## config.mk

```make
export PLATFORM = sky130hd
export DESIGN_NAME = regfile_uart_dump
export DESIGN_NICKNAME = d
export VERILOG_FILES = /design/src/rtl/uart_dump_pkg.sv /design/src/rtl/uart_tx_8n1.sv /design/src/rtl/regfile_uart_dump.sv
export SDC_FILE = /design/constraint.sdc
export NUM_CORES = 1
export LEC_CHECK = 0
export CORE_MARGIN = 1
export CORE_UTILIZATION = 40
export CTS_BUF_LIST = sky130_fd_sc_hd__clkbuf_16
export CTS_CLUSTER_SIZE = 14
export DETAILED_ROUTE_END_ITERATION = 6
export PLACE_DENSITY_LB_ADDON = 0.05
export SLEW_MARGIN = 20
export SYNTH_ARGS = -nofsm -noshare
export SYNTH_HDL_FRONTEND = slang
export SYNTH_SLANG_ARGS = --single-unit
```

## constraint.sdc

```tcl
create_clock -name clk -period 5.9 [get_ports clk]
set_input_delay 1.475 -clock clk [delete_from_list [all_inputs] [get_ports clk]]
set_output_delay 1.475 -clock clk [all_outputs]
set_load 0.01 [all_outputs]
```

## src/rtl/uart_dump_pkg.sv

```systemverilog
// Shared constants, state encodings and ASCII helper for the register-file UART dump.
package uart_dump_pkg;

    localparam logic [7:0] ASCII_SP  = 8'h20;
    localparam logic [7:0] ASCII_CR  = 8'h0D;
    localparam logic [7:0] ASCII_LF  = 8'h0A;
    localparam int         NUM_CHARS = 26;

    // Serial transmitter states (FETCH is the sequencer's per-character setup slot).
    typedef enum logic [2:0] {
        ST_IDLE,
        ST_FETCH,
        ST_START,
        ST_DATA,
        ST_STOP
    } dump_state_e;

    // Character sequencer states.
    typedef enum logic [1:0] {
        SEQ_IDLE,
        SEQ_FETCH,
        SEQ_SEND
    } seq_state_e;

    // 0-9 -> '0'-'9', A-F -> 'A'-'F'.
    function automatic logic [7:0] nibble_to_ascii(input logic [3:0] nib);
        if (nib < 4'd10)
            return 8'h30 + {4'h0, nib};
        else
            return 8'h37 + {4'h0, nib};
    endfunction

endpackage

```

## src/rtl/uart_tx_8n1.sv

```systemverilog
// 8N1 UART transmitter: start bit, 8 data bits LSB first, stop bit, each BAUD_DIV cycles.
//
// state    | meaning
// ST_IDLE  | line idle high, waiting for load
// ST_START | start bit (0) on the line
// ST_DATA  | data bits, LSB first
// ST_STOP  | stop bit (1) on the line
module uart_tx_8n1
    import uart_dump_pkg::*;
#(
    parameter int CLK_HZ = 50_000_000,
    parameter int BAUD   = 115_200
) (
    input  logic       clk,
    input  logic       rst_n,
    input  logic [7:0] data,
    input  logic       load,
    output logic       txd,
    output logic       tx_busy
);

    localparam int BAUD_DIV = CLK_HZ / BAUD;
    localparam int CNT_W    = $clog2(BAUD_DIV);
    localparam logic [CNT_W-1:0] DIV_LAST = CNT_W'(BAUD_DIV - 1);

    dump_state_e      state;
    logic [CNT_W-1:0] baud_cnt;
    logic [2:0]       bit_cnt;
    logic [7:0]       shreg;

    // Busy drops during the last cycle of the stop bit so the sequencer can advance on the
    // same edge that ends the character, keeping each character at exactly 10 bit times.
    assign tx_busy = (state != ST_IDLE) && !((state == ST_STOP) && (baud_cnt == '0));

    // Bit sequencing with a terminal-count down-counter per bit.
    always_ff @(posedge clk or negedge rst_n) begin
        if (!rst_n) begin
            state    <= ST_IDLE;
            baud_cnt <= '0;
            bit_cnt  <= '0;
            shreg    <= '0;
            txd      <= 1'b1;
        end else begin
            case (state)
                ST_IDLE: begin
                    if (load) begin
                        state    <= ST_START;
                        shreg    <= data;
                        baud_cnt <= DIV_LAST;
                        txd      <= 1'b0;
                    end
                end
                ST_START: begin
                    if (baud_cnt == '0) begin
                        state    <= ST_DATA;
                        baud_cnt <= DIV_LAST;
                        bit_cnt  <= 3'd7;
                        txd      <= shreg[0];
                        shreg    <= {1'b0, shreg[7:1]};
                    end else begin
                        baud_cnt <= baud_cnt - 1'b1;
                    end
                end
                ST_DATA: begin
                    if (baud_cnt == '0) begin
                        baud_cnt <= DIV_LAST;
                        if (bit_cnt == 3'd0) begin
                            state <= ST_STOP;
                            txd   <= 1'b1;
                        end else begin
                            bit_cnt <= bit_cnt - 3'd1;
                            txd     <= shreg[0];
                            shreg   <= {1'b0, shreg[7:1]};
                        end
                    end else begin
                        baud_cnt <= baud_cnt - 1'b1;
                    end
                end
                ST_STOP: begin
                    if (baud_cnt == '0)
                        state <= ST_IDLE;
                    else
                        baud_cnt <= baud_cnt - 1'b1;
                end
                default: begin
                    state <= ST_IDLE;
                    txd   <= 1'b1;
                end
            endcase
        end
    end

endmodule

```

## src/rtl/regfile_uart_dump.sv

```systemverilog
// Sweeps the 8x8 register file and sends it as "HH HH ... HH \r\n" over UART 8N1.
//
// state     | meaning
// SEQ_IDLE  | waiting for start, ra held at 0
// SEQ_FETCH | one-cycle setup: sample rd on hi characters, hand the character to the tx
// SEQ_SEND  | character on the wire, wait for the end of its stop bit
module regfile_uart_dump
    import uart_dump_pkg::*;
#(
    parameter int CLK_HZ = 50_000_000,
    parameter int BAUD   = 115_200
) (
    input  logic       clk,
    input  logic       rst_n,
    input  logic       start,
    output logic [2:0] ra,
    input  logic [7:0] rd,
    output logic       txd,
    output logic       busy,
    output logic       done
);

    localparam logic [4:0] IDX_CR = 5'(NUM_CHARS - 2);
    localparam logic [4:0] IDX_LF = 5'(NUM_CHARS - 1);

    seq_state_e state;
    logic [4:0] char_idx;
    logic [1:0] pos;
    logic [7:0] snap;
    logic [7:0] cur_byte;
    logic [7:0] tx_data;
    logic       load;
    logic       tx_busy;

    assign load = (state == SEQ_FETCH);

    // Hi characters read rd live (the snapshot is taken on the same edge); lo uses the snapshot.
    always_comb begin
        cur_byte = (pos == 2'd0) ? rd : snap;
        tx_data  = ASCII_SP;
        if (char_idx == IDX_CR)
            tx_data = ASCII_CR;
        else if (char_idx == IDX_LF)
            tx_data = ASCII_LF;
        else if (pos == 2'd0)
            tx_data = nibble_to_ascii(cur_byte[7:4]);
        else if (pos == 2'd1)
            tx_data = nibble_to_ascii(cur_byte[3:0]);
    end

    // Character sequencer, read address, snapshot and handshake outputs.
    always_ff @(posedge clk or negedge rst_n) begin
        if (!rst_n) begin
            state    <= SEQ_IDLE;
            char_idx <= '0;
            pos      <= '0;
            snap     <= '0;
            ra       <= '0;
            busy     <= 1'b0;
            done     <= 1'b0;
        end else begin
            done <= 1'b0;
            case (state)
                SEQ_IDLE: begin
                    if (start) begin
                        state    <= SEQ_FETCH;
                        busy     <= 1'b1;
                        char_idx <= '0;
                        pos      <= '0;
                    end
                end
                SEQ_FETCH: begin
                    state <= SEQ_SEND;
                    if ((pos == 2'd0) && (char_idx < IDX_CR)) begin
                        snap <= rd;
                        ra   <= ra + 3'd1;
                    end
                end
                SEQ_SEND: begin
                    if (!tx_busy) begin
                        if (char_idx == IDX_LF) begin
                            state <= SEQ_IDLE;
                            busy  <= 1'b0;
                            done  <= 1'b1;
                        end else begin
                            state    <= SEQ_FETCH;
                            char_idx <= char_idx + 5'd1;
                            pos      <= (pos == 2'd2) ? 2'd0 : pos + 2'd1;
                        end
                    end
                end
                default: state <= SEQ_IDLE;
            endcase
        end
    end

    uart_tx_8n1 #(
        .CLK_HZ(CLK_HZ),
        .BAUD  (BAUD)
    ) u_tx (
        .clk    (clk),
        .rst_n  (rst_n),
        .data   (tx_data),
        .load   (load),
        .txd    (txd),
        .tx_busy(tx_busy)
    );

endmodule

```

# Word level (Yosys, flattened, before mapping)
# Cells that the tools add are included.
dict set report totals {
  reg_bits 46
  inputBits 11
  out_inout_bits 6
  word_cells 120
}
dict set report op_classes {
  add_sub_neg 9
  magnitude_cmp 3
  eq_ne 20
  n_mux 51
  bitwise_logic 1
  n_reduce_logical 24
}
# operator n
set op_table {}
lappend op_table {{$mux 8} 8}
lappend op_table {{$add 6x4->7 const A} 4}
lappend op_table {{$mux 9} 3}
lappend op_table {{$pmux 9 s3} 1}
lappend op_table {{$mux 3} 8}
lappend op_table {{$pmux 8 s3} 1}
lappend op_table {{$mux 7} 3}
lappend op_table {{$ne 2x2->1 const B} 8}
lappend op_table {{$reduce_and 4->1} 4}
lappend op_table {{$mux 5} 3}
lappend op_table {{$mux 2} 6}
lappend op_table {{$pmux 3 s4} 1}
lappend op_table {{$mux 1} 11}
lappend op_table {{$eq 5x5->1 const B} 2}
lappend op_table {{$pmux 5 s2} 1}
lappend op_table {{$reduce_and 5->1} 2}
lappend op_table {{$logic_not 9->1} 1}
lappend op_table {{$reduce_bool 3->1} 3}
lappend op_table {{$sub 9x1->9 const B} 1}
lappend op_table {{$lt 4x4->1 const B} 2}
lappend op_table {{$eq 3x2->1 const B} 2}
lappend op_table {{$logic_not 3->1} 2}
lappend op_table {{$ne 2x1->1 const B} 3}
lappend op_table {{$pmux 2 s3} 1}
lappend op_table {{20 further kinds} 27}

# Logic depth before layout (Yosys ltp)
dict set report depth {
  depth_word 10
  mapped_depth 9
  mapped_depth_nobuf 8
}

# Cells and area by module
# A second synthesis with hierarchy kept.
dict set report unflattened {
  cells_unflattened 279
  area_unflattened_um2 2730.1
}
# module n_inst cells_each area_per_inst_um2 seq_area_each_um2
set modules_own_cells {}
lappend modules_own_cells {uart_tx_8n1 1 151 1431.4 601.8}
lappend modules_own_cells {regfile_uart_dump 1 128 1298.7 500.5}

# Worst setup path before layout
# OpenSTA, ideal clock, no wires.
dict set report synth_timing {
  path_kind {input to register}
  startpoint {in rd[2]}
  endpoint {reg u_tx.shreg[0]}
  setup_ns 0.104
  arrival_ns 2.585
  t_required_ns 5.796
  path_slack_ns 3.212
  cell_stages 5
  n_path_buf 0
  cell_sequence {or4_1 -> o211ai_1 -> xor2_1 -> and3_1 -> o41ai_2}
}
dict set report synth_between {
  elab_chain_cells 9
}
# element line_no
set synth_rtl {}
lappend synth_rtl {{start: declaration} regfile_uart_dump.sv:17} ;# input logic [7:0] rd,
lappend synth_rtl {{$mux 8} regfile_uart_dump.sv:39} ;# cur_byte = (pos == 2'd0) ? rd : snap;
lappend synth_rtl {{$lt 4x4->1} uart_dump_pkg.sv:27} ;# if (nib < 4'd10)
lappend synth_rtl {{$mux 7} uart_dump_pkg.sv:27}
lappend synth_rtl {{$mux 7} regfile_uart_dump.sv:47} ;# else if (pos == 2'd1)
lappend synth_rtl {{$mux 8} regfile_uart_dump.sv:45} ;# else if (pos == 2'd0)
lappend synth_rtl {{$mux 8} regfile_uart_dump.sv:43} ;# else if (char_idx == IDX_LF)
lappend synth_rtl {{$mux 8} regfile_uart_dump.sv:41} ;# if (char_idx == IDX_CR)
lappend synth_rtl {{$mux 8} uart_tx_8n1.sv:46} ;# if (load) begin
lappend synth_rtl {{$pmux 8 s3} uart_tx_8n1.sv:44} ;# case (state)
lappend synth_rtl {{end signal: assignment} uart_tx_8n1.sv:48} ;# shreg <= data;
lappend synth_rtl {{end signal: assignment} uart_tx_8n1.sv:59} ;# shreg <= {1'b0, shreg[7:1]};
lappend synth_rtl {{end signal: assignment} uart_tx_8n1.sv:73} ;# shreg <= {1'b0, shreg[7:1]};
lappend synth_rtl {{end: declaration} uart_tx_8n1.sv:29} ;# logic [7:0] shreg;
# No other way between the ends. The select of a mux whose other input is x is not followed.
# A chain may end at the register's enable or synchronous reset.

# Final worst setup path
dict set report layout_timing {
  startpoint {in rd[5]}
  endpoint {reg u_tx.shreg[4]}
}
dict set report layout_between {
  elab_chain_cells 8
  elab_cells_between_ends 10
  classes_between {add/sub: 2; order compare: 1; mux: 7}
}
# element line_no
set layout_rtl {}
lappend layout_rtl {{$mux 8 *} regfile_uart_dump.sv:39}
lappend layout_rtl {{$add 6x4->7 (tied with other cells)} uart_dump_pkg.sv:30} ;# return 8'h37 + {4'h0, nib};
lappend layout_rtl {{$mux 7 *} uart_dump_pkg.sv:27}
lappend layout_rtl {{$mux 8 *} regfile_uart_dump.sv:45}
lappend layout_rtl {{$mux 8 *} regfile_uart_dump.sv:43}
lappend layout_rtl {{$mux 8 *} regfile_uart_dump.sv:41}
lappend layout_rtl {{$mux 8 *} uart_tx_8n1.sv:46}
lappend layout_rtl {{$pmux 8 s3 *} uart_tx_8n1.sv:44}
# Mark *: on every way between the ends. The rest lies on a longest branch, timed or not. The select of a mux whose other input is x is not followed.

==> impl_metrics.toml <==
[worst_hold_path]
hold_path.class = "reg -> reg"
hold_depth = 1

[power]
swShare = 0.371
p_comb_frac = 0.381
p_per_area_nw_per_um2 = 453
intPower_w = 0.000834
leakagePower_nw = 1.22
clkPwrFrac = 0.199
p_seq_frac = 0.421
peakVddDrop_mv = 0.201
p_switching_w = 0.000491
power_w = 0.00132

[timing]
final_hold_viol_count = 0
max_clock_freq_ghz = 0.326
fin_tns_setup_ps = 0
clock-skew-final_ps = 5.58
tightest_slew_ps = 625
finalSetupViolCount = 0
relSlewSlack = 0.582
fin_crit_sh = 0.520
finalCriticalPeriod_ps = 3070
rsz0062_at_grt = "no"
slew_violations = 0

[logic_synthesis]
synth-async-reset-ratio = 1.00
yosysMostFrequentCell = "dfrtp_1"
synth_area_leaders = "dfrtp_1, ha_1, nor2_1"
yosys-top-cells-count = "dfrtp_1, nor2_1, a21oi_1, nand2_1, o21ai_0"
syn_avg_cell_area_sq_um = 9.58
synth_edf_count = 0
syn_area_sq_um = 2600
ys.flop_type = "dfrtp_1"
synth_top_cell_by_area = "dfrtp_1"
synth_warnings = 0
synth_cell_types = 62
synth_nets = 291
synthCells = 271
ys_seq_elements = 43
ys_seq_area_frac = 0.415
synth_top_area_share = 0.405

[detailed_routing]
drt-total-wl_um = 5390
drt_iter0_drc = 108
drcViolationCount = 0
vias = 2009
antenna_left = 0
firstDrtPassIters = 4
wire_per_inst_um = 15.0
via_per_inst = 5.61

[setup_path]
cp.depth = 8
crit_arrival_ps = 3280
critPathLaunchType = "primary input"
crit_family = "buffers and inverters"
reg2regPathDepth = 5
worst_setup_path_end_kind = "flop"
path_buf_inv = 2
slowest_delay_ps = 520
worstPathRequired_ps = 6110
path_cells = "clkdlybuf4s50_1 > mux2i_1 > ha_1 > inv_1 > a21oi_1 > o21ai_0 > or4_1 > a31oi_1"
crit_type = "in -> reg"
cp_max_fo = 8
cpMaxStageDelayCell = "clkdlybuf4s50_1"

[clock_network]
cts_sinks = 43
clk_path_buf_depth = 2
cts_tree = "yes"
insertion_delay_ps = 290
post_cts_buffers = 0
ctsHoldBuffers = 0
cts_buffers = 5
post_cts_resized = 0
root_buffer = "clkbuf_16"
clk_pin_slew_ps = 60
h-tree-depth = 2

[final_layout]
fin_nets = 302
n_antenna_cell = 0
area_growth_pct = 12.6
drive_gt1_frac = 0.117

[global_routing]
grt_pass1_wl_um = 9230
grt_overflow_total = 0
track_usage = 0.182
grt_max_degree = 44
grt_antenna_before_repair = 0
first_global_vias = 1894

[place]
io_buffers = 16
place.gp.congestion = 0.810
hpwl_um = 3800

[floorplanning]
die_area_sq_um = 6820
rows = 28
die_y_um = 82.6
ios = 17
coreArea_sq_um = 6100
start_util = 0.426
fp.dieW_um = 82.6

[run]
maxCapViolations = 0

[status]
status = "finished clean"
-- final timing paths --
kind,startpoint,end,slack [ps]
worst max-delay path,rd[5],u_tx.shreg[4]$_DFFE_PN0P_,2830
worst min-delay path,ra[2]$_DFFE_PN0P_,ra[2]$_DFFE_PN0P_,470
worst max register to register,u_tx.state[1]$_DFFE_PN0P_,u_tx.shreg[5]$_DFFE_PN0P_,3580
worst min register to register,ra[2]$_DFFE_PN0P_,ra[2]$_DFFE_PN0P_,470
max in group asynchronous,rst_n,u_tx.txd$_DFFE_PN1P_,4340
min in group asynchronous,rst_n,ra[0]$_DFFE_PN0P_,1180
-- metrics by stage --
| stage | instance area, sq um | worst slack, ps | utilization | instances | hold WS, ps |
|---|---|---|---|---|---|
| global route | 2930 | 2710 | 0.480 | 358 | 490 |
| CTS | 2920 | 2830 | 0.479 | 358 | 477 |
| finish | 2930 | 2830 | 0.480 | 358 | 474 |
| floorplan | 2600 | 3210 | - | 271 | 449 |
| global placement | 2790 | 2590 | 0.457 | 350 | 463 |
| detailed placement | 2790 | 2540 | 0.457 | 350 | 468 |
-- layout by cell type (no fill, tap or decap), types with 4 or more instances in the layout --
master,count
clkbuf_16,5
xnor2_1,9
clkdlybuf4s50_1,15
a21oi_1,18
nor2_1,26
nand3_1,10
a31oi_1,4
mux2i_1,4
nor2b_1,6
o21ai_0,14
dfrtp_1,42
mux2_2,8
nand2b_1,5
nor3_1,6
nand2_1,18
inv_1,14
ha_1,9
-- kinds of logic (layout without fill, tap and decap cells) --
family          count (synthesis)  after routing  share of synthesized area
compound gates                 70             70                      0.199
xor+xnor                       11             11                     0.0371
buf+inv                        25             37                     0.0424
simple gates                  101            101                      0.213
mux                            12             12                     0.0501
fa+ha+maj                       9              9                     0.0434
flops                          43             43                      0.415
-- power groups by stage --
| stage | Sequential (W) | Clock (W) | Combinational [W] |
|---|---|---|---|
| floorplan | 0.000512 | 0 | 0.000411 |
| global placement | 0.000559 | 0 | 0.000498 |
| detailed placement | 0.000560 | 0 | 0.000507 |
| CTS | 0.000556 | 0.000271 | 0.000510 |
| global route | 0.000579 | 0.000284 | 0.000576 |
| finish | 0.000557 | 0.000263 | 0.000504 |
-- worst reg2reg max path: cells and delay by family, from the launching register on --
| kind | cells | cell delay (ps) |
|---|---|---|
| AND/OR/NAND/NOR | 2 | 1080 |
| flip-flops | 1 | 590 |
| AO/OA/AOI/OAI | 3 | 550 |
-- routing by layer --
layer  vias up  GRT usage  part of all wire  wire [um]
met4         0     0.0586             0.014         74
met1       960      0.261              0.53       2840
met2        34      0.269              0.43       2300
met5         -          0                 0          0
met3         7     0.0407             0.032        175
li1       1008          -                 -          -
-- flip-flops by register name, indices dropped and copies added, names as in the netlist --
register	flops
snap	6
u_tx.txd	1
done	1
u_tx.bit_cnt	3
u_tx.shreg	7
state	2
u_tx.state	3
busy	1
char_idx	5
ra	3
u_tx.baud_cnt	9
pos	2
-- area by class of cell --
type,count,area [sq um]
clock buffer,5,125
clock inverter,3,12.5
inverter,13,48.8
sequential,43,1080
multi-input combinational,203,1410
tap,75,93.8
fill,613,3170
timing repair buffer,16,158
(Power assumes the default switching activity.)
